==> src/rtl/uart_tx_arbiter.sv <==
// Round-robin arbiter that feeds one byte at a time to a UART PISO, with parity generation and a send/done watchdog.
// Grant to piso_send takes 2 cycles; req_ready pulses only on grant, and requesters hold req_valid until they see it.
module uart_tx_arbiter #(
  parameter int NUM_REQ = 4,
  parameter int TIMEOUT = 16
) (
  input  logic                   baud_clk,
  input  logic                   reset,
  input  logic [NUM_REQ-1:0]     req_valid,
  input  logic [8*NUM_REQ-1:0]   req_data,
  output logic [NUM_REQ-1:0]     req_ready,
  input  logic [1:0]             parity_type,
  output logic                   piso_send,
  output logic [7:0]             piso_data,
  output logic [1:0]             piso_parity_type,
  output logic                   piso_parity_bit,
  input  logic                   piso_active,
  input  logic                   piso_done,
  output logic [2:0]             grant_id,
  output logic                   busy,
  output logic                   frame_done,
  output logic                   err_timeout
);

  localparam int WDW = $clog2(TIMEOUT + 1);

  typedef enum logic [2:0] {IDLE, LOAD, SEND, WAIT, DONE} state_t;

  state_t           r_state;
  logic [2:0]       r_last_grant;
  logic [WDW-1:0]   r_wdog;

  logic [7:0]       w_valid_pad;
  logic [63:0]      w_data_pad;
  logic [3:0]       w_cand;
  logic             w_gnt_vld;
  logic [2:0]       w_gnt_idx;
  logic [7:0]       w_gnt_byte;
  logic             w_gnt_par;
  logic [7:0]       w_rdy_pad;
  logic             w_expire;

  // Pad to 8 requesters so the index arithmetic never goes out of range.
  always_comb begin
    w_valid_pad = '0;
    w_valid_pad[NUM_REQ-1:0] = req_valid;
    w_data_pad = '0;
    w_data_pad[8*NUM_REQ-1:0] = req_data;
  end

  always_comb begin
    w_gnt_vld = 1'b0;
    w_gnt_idx = '0;
    w_cand    = '0;
    for (int i = 0; i < NUM_REQ; i++) begin
      w_cand = {1'b0, r_last_grant} + 4'd1 + 4'(i);
      if (w_cand >= 4'(NUM_REQ)) w_cand = w_cand - 4'(NUM_REQ);
      if (!w_gnt_vld && w_valid_pad[w_cand[2:0]]) begin
        w_gnt_vld = 1'b1;
        w_gnt_idx = w_cand[2:0];
      end
    end
  end

  assign w_gnt_byte = w_data_pad[{w_gnt_idx, 3'b000} +: 8];

  always_comb begin
    case (parity_type)
      2'b01:   w_gnt_par = ~^w_gnt_byte;
      2'b10:   w_gnt_par = ^w_gnt_byte;
      default: w_gnt_par = 1'b0;
    endcase
  end

  // Accept is combinational so the handshake completes on the grant edge itself.
  always_comb begin
    w_rdy_pad = '0;
    if (r_state == IDLE && w_gnt_vld && !reset) w_rdy_pad[w_gnt_idx] = 1'b1;
    req_ready = w_rdy_pad[NUM_REQ-1:0];
  end

  assign w_expire = (r_wdog == WDW'(TIMEOUT - 1));
  assign busy     = (r_state != IDLE);

  always_ff @(posedge baud_clk) begin
    if (reset) begin
      r_state          <= IDLE;
      r_last_grant     <= 3'(NUM_REQ - 1);
      r_wdog           <= '0;
      piso_send        <= 1'b0;
      piso_data        <= '0;
      piso_parity_type <= '0;
      piso_parity_bit  <= 1'b0;
      grant_id         <= '0;
      frame_done       <= 1'b0;
      err_timeout      <= 1'b0;
    end else begin
      frame_done  <= 1'b0;
      err_timeout <= 1'b0;
      case (r_state)
        IDLE: begin
          if (w_gnt_vld) begin
            piso_data        <= w_gnt_byte;
            piso_parity_type <= parity_type;
            piso_parity_bit  <= w_gnt_par;
            grant_id         <= w_gnt_idx;
            r_state          <= LOAD;
          end
        end
        LOAD: begin
          r_wdog    <= '0;
          piso_send <= 1'b1;
          r_state   <= SEND;
        end
        SEND, WAIT: begin
          r_wdog <= r_wdog + 1'b1;
          // A done arriving on the expiry cycle still counts as a good frame.
          if (piso_done) begin
            piso_send  <= 1'b0;
            frame_done <= 1'b1;
            r_state    <= DONE;
          end else if (w_expire) begin
            piso_send    <= 1'b0;
            err_timeout  <= 1'b1;
            r_last_grant <= grant_id;
            r_state      <= IDLE;
          end else if (r_state == SEND && piso_active) begin
            piso_send <= 1'b0;
            r_state   <= WAIT;
          end
        end
        DONE: begin
          r_last_grant <= grant_id;
          r_state      <= IDLE;
        end
        default: r_state <= IDLE;
      endcase
    end
  end

endmodule

==> config.mk <==
export PLATFORM = sky130hd
export DESIGN_NAME = uart_tx_arbiter
export DESIGN_NICKNAME = d
export VERILOG_FILES = /design/src/rtl/uart_tx_arbiter.sv
export SDC_FILE = /design/constraint.sdc
export NUM_CORES = 1
export LEC_CHECK = 0
export ABC_AREA = 1
export BUFFER_PORTS_ARGS = -buffer_cell sky130_fd_sc_hd__buf_2
export CAP_MARGIN = 20
export CORE_ASPECT_RATIO = 1.4
export CORE_MARGIN = 5
export CORE_UTILIZATION = 53
export DETAILED_ROUTE_END_ITERATION = 8
export HOLD_SLACK_MARGIN = 0.15
export PLACE_DENSITY = 0.82
export SYNTH_ARGS = -nofsm -noshare
export SYNTH_HDL_FRONTEND = slang
export SYNTH_SLANG_ARGS = --single-unit
==> constraint.sdc <==
create_clock -name baud_clk -period 3.45 [get_ports baud_clk]
set_input_delay 0.69 -clock baud_clk [delete_from_list [all_inputs] [get_ports baud_clk]]
set_output_delay 0.69 -clock baud_clk [all_outputs]
set_load 0.005 [all_outputs]
==> metrics, run 1 <==
Worst Max-Slew Pin Slew=465 ps; outcome=complete, no violations; First-pass DRT Iterations=4; WL final=5.53 mm; Net Count, Synth=429; Setup CP Type=register to output port; crit-path max cell delay=380 ps; Ant. Diodes=0; Pwr Density=523 nW/um^2; CP endpoint kind=output port; Rows=28; Multi-input gate area=1470 um^2; DRC marker count from the first detailed-route iteration=142; die extent in y=87.0 um; Relative slew margins=68.9%; Worst Setup Start Kind=register; effective utilization at floorplan=53.8%; Worst Skew=2.85 ps; Final HPWL DP=4.45 mm; share of cells above drive strength 1=24.0%; CTS HTree Levels=1; Global Route Usage Sum=20.3%; Cell Area, Synth=2240 um^2; commonest register cell after synthesis=dfxtp_1; final setup fails=0; clock tree buffer depth=2; Post-DRT Antenna Nets=0; Avg Inst Size Synth=5.90 um^2; largest net degree at the start of global routing=30; DRC viols=0; Peak Freq=309 MHz; Fill cells=381; I/O pin count=64; fin crit period=3240 ps; Tightest Hold Check Type=register to register; worst-skew pair later-pin latency=270 ps; Critical Path RT=2760 ps; Num Clock Sinks=28; worst IR drop on VDD=0.000412 V; Pleak=0.00160 uW; Distinct cells, synth=31; clock root buffer=clkbuf_8; area of the die=5650 um^2; initial antenna violation count=0; DP Cell Count=481; cts bufs inserted=3; Worst path most repeated cell=nand2_2; crit share post-route=93.9%; cell count after synthesis=380; port bufs=63; Fin. Hold Viols=0; fraction of the yosys area taken by sequential cells=25.0%; TritonCTS clock tree=built; core area=4170 um^2; clock-pin transition on the worst setup and hold timing paths=90 ps; first-pass GRT wire length=9.46 mm; Slowest-stage cell, CP=dfxtp_4; nets=492; CP arrival=2550 ps; area delta synth->final=21.9%; Vias/cell=5.10; Total Neg Setup Slack=0 ps; vias in the first global route=2329; Placer Congestion=0.896; EDFF count, synth=0; Crit Path Max Fanout=29; DR WL/cell=11.4 um; vias=2484; Slew Limit Fails=0; Max-Cap Viols=0; cells along the critical path=ha_2, xor2_2, ha_1, inv_1, nand4_1, nand3_2, nand2_1, nand2_2, nand3_4, nand2_4, nand2_2, nand2_2, nand3_2, buf_12, nor3_2, buf_2; Synth Register Bits=28; ys async rst share=0%; unrepaired setup endpoints after global routing=no; non-filler instance count after layout=487; DIE WIDTH=65.0 um; sequential cell area=568 um^2; Yosys warnings=0; grt total ovfl=0
==> cell usage after synthesis (5+ instances only) <==
cell	n	area share (%)
a21oi_1	9	2.0
buf_2	5	1.1
dfxtp_1	28	25
ha_1	7	3.9
inv_1	49	8.2
nand2_1	145	24
nand2_2	6	1.7
nand3_1	16	3.6
nand3_2	7	3.1
nand4_1	17	4.7
nor2_1	34	5.7
o211ai_1	8	2.7
o21ai_0	13	2.9
o21ai_1	7	1.6
==> power breakdown <==
part | switching (uW) | total [uW] | leakage [uW] | internal [uW]
sequential | 33.7 | 412 | 0.000230 | 379
combinational | 509 | 823 | 0.00135 | 314
clock | 94.4 | 196 | 0.0000288 | 102
==> state kept, by name (all words and copies together), names as in the netlist <==
| register | count |
|---|---|
| piso_parity_bit | 1 |
| frame_done | 1 |
| r_last_grant | 3 |
| piso_parity_type | 2 |
| err_timeout | 1 |
| grant_id | 3 |
| r_state | 3 |
| piso_send | 1 |
| piso_data | 8 |
| r_wdog | 5 |
==> layout make-up <==
type                       instances  area share (%)
inverter                          52            7.14
sequential                        28            20.8
clock buffer                       4            2.01
tap                               45            2.06
timing repair buffer              72            14.5
multi-input combinational        286            53.6
==> placed cells by master, fill, tap and decap left out, types with 4 or more instances in the layout <==
master,n
buf_4,8
clkbuf_8,4
dfxtp_1,26
o21ai_1,7
ha_1,5
nand3_2,8
nand2_2,6
nand2_1,144
nor2_1,34
buf_2,63
inv_1,48
o21ai_0,13
o211ai_1,8
nand4_1,17
nand3_1,14
a21oi_1,9
==> final timing paths <==
path	start	end	slack (ps)	cells past startpoint
min	grant_id[2]	grant_id[2]	490	2
min reg2reg	grant_id[2]	grant_id[2]	490	2
max	r_last_grant[0]	req_ready[1]	210	16
max reg2reg	r_last_grant[1]	piso_parity_bit	370	29
==> per-layer routing <==
layer / vias up / wire length (um) / GRT usage (%)
met5: - / 0 / 0
met4: 0 / 53 / 8.08
met3: 6 / 267 / 2.58
met2: 60 / 2750 / 37.9
met1: 1088 / 2460 / 22.9
li1: 1330 / - / -
==> worst max-delay path: cells and delay by family, from the launching register on <==
kind | cells | cell delay, ps
simple gates | 10 | 910
fa+ha+maj | 2 | 430
buf+inv | 3 | 390
flops | 1 | 380
xor+xnor | 1 | 160
==> timing repair <==
action / CTS / global route
buffers inserted: 2 / 0
hold endpoints to repair: 0 / 0
pin swaps: 1 / 0
hold buffers: 0 / 0
setup endpoints to repair: 4 / 5
resized for setup: 4 / 13
==> cell families (layout without fill, tap and decap cells) <==
group	Yosys count	after routing	synth area share (%)
DFF	28	28	25.0
AOI/OAI and AO/OA	43	43	11.3
adders and majority gates	7	7	3.90
and+or+nand+nor	232	232	45.3
xor gates and xnor gates	4	4	1.90
buffers and inverters	66	128	12.7
==> metrics by stage <==
stage | instance area (um^2) | hold WS (ps) | setup WS [ps] | util [%] | total power, uW
final | 2740 | 487 | 209 | 65.6 | 1430
after global placement | 2590 | 469 | 240 | 62.2 | 1190
after detailed placement | 2590 | 475 | 124 | 62.2 | 1210
after floorplan | 2240 | 451 | 414 | - | 1020
after CTS | 2670 | 490 | 73.2 | 64.1 | 1430
after global routing | 2740 | 508 | 3.55 | 65.6 | 1590
(Power assumes the default switching activity.)
==> inputs of run 2 (changes only) <==
--- a/config.mk
+++ b/config.mk
@@ -10,10 +10,10 @@
 export CAP_MARGIN = 20
 export CORE_ASPECT_RATIO = 1.4
 export CORE_MARGIN = 5
-export CORE_UTILIZATION = 53
+export CORE_UTILIZATION = 45
 export DETAILED_ROUTE_END_ITERATION = 8
 export HOLD_SLACK_MARGIN = 0.15
-export PLACE_DENSITY = 0.82
+export PLACE_DENSITY = 0.72
 export SYNTH_ARGS = -nofsm -noshare
 export SYNTH_HDL_FRONTEND = slang
 export SYNTH_SLANG_ARGS = --single-unit
==> run 2 against run 1 <==
Count of clock-buffer cells in the layout unchanged. First-iteration DRC count decreased by 0.70%. Final cell count increased by 4.3%. Global-route usage decreased by 2.2 points. Clock skew increased by 2.5 ps. Sequential power about the same. Core utilization decreased by 8.8 points. Final area increased by 0.64%. Combinational power decreased by 0.5%. Clock power about the same. Critical endpoint unchanged. Largest cell class unchanged.
==> metrics, run 2 (synthesis gave the netlist of run 1 again) <==
outcome=complete, no violations; most common cell after layout, fill and taps aside=nand2_1; Slew Limit Fails=0; switching share of power=44.8%; Final HPWL DP=4.59 mm; nets=494; Tightest Hold Check Type=register to register; core area=4840 um^2; Ant. Diodes=0; Placer Congestion=0.853; DRC marker count from the first detailed-route iteration=141; Clk pwr share=13.9%; biggest regs=piso_data x8, r_wdog x5; TritonCTS clock tree=built; Worst Setup Start Kind=register; cells along the critical path=ha_4, xor2_2, ha_1, inv_1, nand4_1, nand3_2, nand2_1, nand2_1, nand3_2, nand2_2, nand2_2, nand2_2, nand3_2, buf_12, nor3_1, buf_2; grt total ovfl=0; vias=2490; Post-DRT Antenna Nets=0; Rows=30; Setup CP Type=register to output port; Total Neg Setup Slack=0 ps; clock root buffer=clkbuf_8; DR WL/cell=11.5 um; DRC viols=0; Switch Pwr=641 uW; Relative slew margins=63.3%; CTS HTree Levels=1; worst IR drop on VDD=0.000431 V; most frequent cells in the layout=145 x nand2_1, 63 x buf_2, 49 x inv_1, 33 x nor2_1, 26 x dfxtp_1; sequential cell area=568 um^2; port bufs=63; largest net degree at the start of global routing=30; area delta synth->final=22.7%; vias in the first global route=2285; cts bufs inserted=3; Worst Max-Slew Pin Slew=548 ps; initial antenna violation count=0; Worst Skew=5.30 ps; Num Clock Sinks=28; Slowest-stage cell, CP=dfxtp_4; I/O pin count=64; total chip power=1430 uW; CP endpoint kind=output port; crit share post-route=94.2%; first-pass GRT wire length=9.95 mm; Fill cells=508; fin crit period=3250 ps; Pwr Density=520 nW/um^2; Max-Cap Viols=0; unrepaired setup endpoints after global routing=no; worst-skew pair later-pin latency=270 ps; max FFs per register=8; Fin. Hold Viols=0; crit-path max cell delay=400 ps; Global Route Usage Sum=18.1%; Critical Path RT=2760 ps; hold buffer count at cts=0; effective utilization at floorplan=46.3%; final setup fails=0; Reg power frac=29.0%; First-pass DRT Iterations=4; Multi-input gate area=1440 um^2; CP arrival=2560 ps; area of the die=6520 um^2; share of cells above drive strength 1=23.6%; die extent in y=93.5 um; clock-pin transition on the worst setup and hold timing paths=90 ps; Vias/cell=4.90; DIE WIDTH=69.7 um; combinational power share=57.1%; Peak Freq=308 MHz; internal cell power=791 uW; Largest Register=piso_data; clock tree buffer depth=2; Crit Path Max Fanout=29; WL final=5.83 mm; worst hold slack=479 ps; Pleak=0.00159 uW
==> run 2: routing by layer <==
metal / GRT usage [%] / wire (um)
met5: 0 / 0
met4: 4.15 / 67
met3: 3.44 / 354
met2: 33.6 / 2830
met1: 21.3 / 2570
==> run 2: final cells by class <==
class | count | share of cell area, %
multi-input cells | 286 | 52.5
flip-flops and latches | 28 | 20.6
repair buffers | 74 | 14.9
inverters | 52 | 7.09
well taps | 64 | 2.91
clock buffers | 4 | 2.00
==> run 2: metrics by stage <==
| step | setup slack [ps] | utilization (%) | instance area (um^2) | std cells |
|---|---|---|---|---|
| 5_1_grt | 18.6 | 56.8 | 2750 | 508 |
| 4_1_cts | 19.5 | 55.8 | 2700 | 507 |
| 3_3_place_gp | 246 | 54.5 | 2640 | 503 |
| 3_5_place_dp | 122 | 54.5 | 2640 | 503 |
| 2_1_floorplan | 414 | - | 2240 | 380 |
| 6_report | 199 | 56.8 | 2750 | 508 |
==> run 2: path summary, 6_finish.rpt <==
path         cells after the start              end       startpoint  slack, ps
min reg2reg                      2      grant_id[2]      grant_id[2]        480
max                             16     req_ready[1]  r_last_grant[1]        200
min                              2      grant_id[2]      grant_id[2]        480
max reg2reg                     30  piso_parity_bit  r_last_grant[1]        370
==> run 2: power by group through the flow <==
stage / sequential, uW / combinational (uW) / clock (uW)
finish: 415 / 819 / 199
CTS: 416 / 818 / 205
global placement: 421 / 799 / 0
floorplan: 420 / 598 / 0
global route: 425 / 949 / 218
detailed placement: 422 / 812 / 0
==> run 2: critical path: cells and delay by family (launching register included) <==
kind                       cells  cell delay [ps]
xor gates and xnor gates       1              160
and+or+nand+nor               10              920
adders and majority gates      2              400
buffers and inverters          3              410
DFF                            1              400
==> run 2: timing repair <==
action                                 CTS  global route
setup buffers                            0             1
pin swaps                                0             1
endpoints found under the hold margin    0             0
setup endpoints to repair                4             5
gates cloned                             0             0
resized for setup                        3             9
==> inputs of run 3 (changes only) <==
--- a/config.mk
+++ b/config.mk
@@ -5,7 +5,6 @@
 export SDC_FILE = /design/constraint.sdc
 export NUM_CORES = 1
 export LEC_CHECK = 0
-export ABC_AREA = 1
 export BUFFER_PORTS_ARGS = -buffer_cell sky130_fd_sc_hd__buf_2
 export CAP_MARGIN = 20
 export CORE_ASPECT_RATIO = 1.4
==> run 3 against run 2 <==
The flow now finishes with violations (negative setup slack). Global-route usage is 0.83 points higher. Sequential share of layout area is 1.9 points lower. Combinational power decreased by 34%. Critical path type unchanged.
==> metrics, run 3 <==
share of cells above drive strength 1=38.2%; I/O pin count=64; met1 Usage GRT=21.5%; port bufs=63; Multi-input gate area=1720 um^2; nets=403; area delta synth->final=35.9%; total chip power=1100 uW; fin crit period=3630 ps; hold path start=r_wdog[4]; Fin. Hold Viols=0; first-pass GRT wire length=10.2 mm; Setup CP Type=register to output port; Max-Cap Viols=0; DRC viols=0; cts bufs inserted=3; Largest Register=piso_data; die extent in y=93.4 um; sequential cell area=568 um^2; Relative slew margins=58.9%; WL final=6.25 mm; Slew Limit Fails=0; Yosys warnings=0; hold depth=2; Distinct cells, synth=58; crit-path max cell delay=370 ps; R2R depth=15; top cell type's share of synthesized area=25.1%; biggest regs=piso_data x8, r_wdog x5; cell count after synthesis=270; vias in the first global route=2373; Avg Inst Size Synth=8.28 um^2; Synth Register Bits=28; effective utilization at floorplan=46.1%; met2 Use GR=32.7%; Critical Path RT=2760 ps; Worst Skew=2.80 ps; Synth area leaders=dfxtp_1 25%, mux2i_1 8.1%, nor2_1 5.7%; area of the die=6500 um^2; DRC marker count from the first detailed-route iteration=149; cells along the critical path=buf_6, ha_4, ha_4, and4b_1, a211oi_4, a211oi_4, buf_4, a31oi_1, o21a_1, a21oi_4, and4b_1, buf_2; crit share post-route=105%; r2r endpoint=piso_parity_bit; most frequent cells in the layout=63 x buf_2, 34 x nor2_1, 26 x dfxtp_1, 25 x buf_4, 20 x nand2_1; Final WS setup=-183 ps; Fill cells=426; worst-skew pair later-pin latency=270 ps; max FFs per register=8; worst IR drop on VDD=0.000302 V; Buf+Inv Stages, Crit Path=3; Slowest-stage cell, CP=dfxtp_4; DIE WIDTH=69.6 um; Post-DRT Antenna Nets=0; final setup fails=5; EDFF count, synth=0; Total Neg Setup Slack=-704 ps; count leader, synth=nor2_1; Num Clock Sinks=28; hold buffer count at cts=0; Pwr Density=363 nW/um^2; Crit Path Max Fanout=5; initial antenna violation count=0; Synth top cells by count=34 x nor2_1, 28 x dfxtp_1, 20 x nand2_1; clock-pin transition on the worst setup and hold timing paths=90 ps; Cell Area, Placed=2780 um^2; clock tree buffer depth=2; Net Count, Synth=319; Final HPWL DP=4.74 mm; R2R Path Start=r_last_grant[0]; DR WL/cell=15.0 um; fraction of the yosys area taken by sequential cells=25.1%; ys async rst share=0%; grt total ovfl=0; CP endpoint kind=output port; Worst Max-Slew Pin Slew=616 ps; commonest register cell after synthesis=dfxtp_1; GRT Max-Usage Layer=met2; reg2reg setup slack=-150 ps; First-pass DRT Iterations=4; CTS HTree Levels=1; GRT met3 Usage=3.01%; Core Util, Final=62.7%; Crit path max-delay family=compound AO/OA/AOI/OAI gates; unrepaired setup endpoints after global routing=yes; Tightest Hold Check Type=register to register; largest net degree at the start of global routing=33; Worst Hold End=r_wdog[4]; most common cell after layout, fill and taps aside=buf_2; CP arrival=2940 ps; core area=4840 um^2; outcome=finished, violations left; Ant. Diodes=0; cell area after layout=3040 um^2; failing checks=negative setup slack; Vias/cell=5.50; TritonCTS clock tree=built; clock root buffer=clkbuf_8; Rows=30; Peak Freq=275 MHz; Worst Setup Start Kind=register; vias=2294; Placer Congestion=0.906; Pleak=0.00136 uW; Global Route Usage Sum=18.9%; Cell Area, Synth=2230 um^2; cell type with the largest total area after synthesis=dfxtp_1
[run 3: stage by stage]
| stage | setup slack (ps) | hold WS [ps] | std cells |
|---|---|---|---|
| after floorplan | 10.2 | 454 | 270 |
| after global placement | 10.6 | 463 | 404 |
| after detailed placement | -90.2 | 477 | 404 |
| after CTS | -186 | 498 | 412 |
| after global routing | -280 | 531 | 417 |
| final | -183 | 498 | 417 |
[run 3: how the worst max path moves through the flow]
stage                                from         endpoint  slack, ps  depth (start not counted)
after floorplan           r_last_grant[1]  piso_parity_bit         10                         15
after global placement    r_last_grant[0]     req_ready[1]         10                         12
after detailed placement  r_last_grant[0]  piso_parity_bit        -90                         14
after CTS                 r_last_grant[1]     req_ready[0]       -190                         12
after global routing      r_last_grant[1]  piso_parity_bit       -280                         17
final                     r_last_grant[0]     req_ready[2]       -180                         12
[run 3: cell families (layout without fill, tap and decap cells)]
family	after synthesis	after routing	synth area share, %
xor gates and xnor gates	16	16	6.27
AOI/OAI and AO/OA	65	65	21.7
buffers and inverters	25	108	5.60
muxes	28	28	14.1
DFF	28	28	25.1
and+or+nand+nor	101	101	23.3
adders and majority gates	7	7	3.92
[run 3: repair_timing]
action	in CTS	in global routing
buffers inserted	4	6
gates cloned	0	0
endpoints found under the setup margin	5	5
pin swaps	14	12
endpoints found under the hold margin	0	0
gates resized for setup	8	18
[run 3: per-layer routing]
layer  routed length, um  share of wire (%)
met1                2490                 40
met3                 292                4.7
met2                3330                 53
met5                   0                  0
met4                 140                2.2
[run 3: worst min-delay path, cell delays in order (launching register included)]
cell and delay (ps):
dfxtp_1 340, a21oi_1 60, nor2_1 70
[run 3: layout make-up]
class | instances | share of cell area, %
Sequential cell | 28 | 18.7
Multi-Input combinational cell | 217 | 56.7
Tap cell | 64 | 2.64
Timing Repair Buffer | 95 | 19.3
Clock buffer | 4 | 1.48
Inverter | 9 | 1.19
[run 3: where the power goes]
part / internal (uW) / switching [uW] / leakage, uW
registers: 360 / 25.6 / 0.000229
logic: 263 / 275 / 0.00111
clock network: 82.8 / 94.3 / 0.0000228
total: 706 / 395 / 0.00136
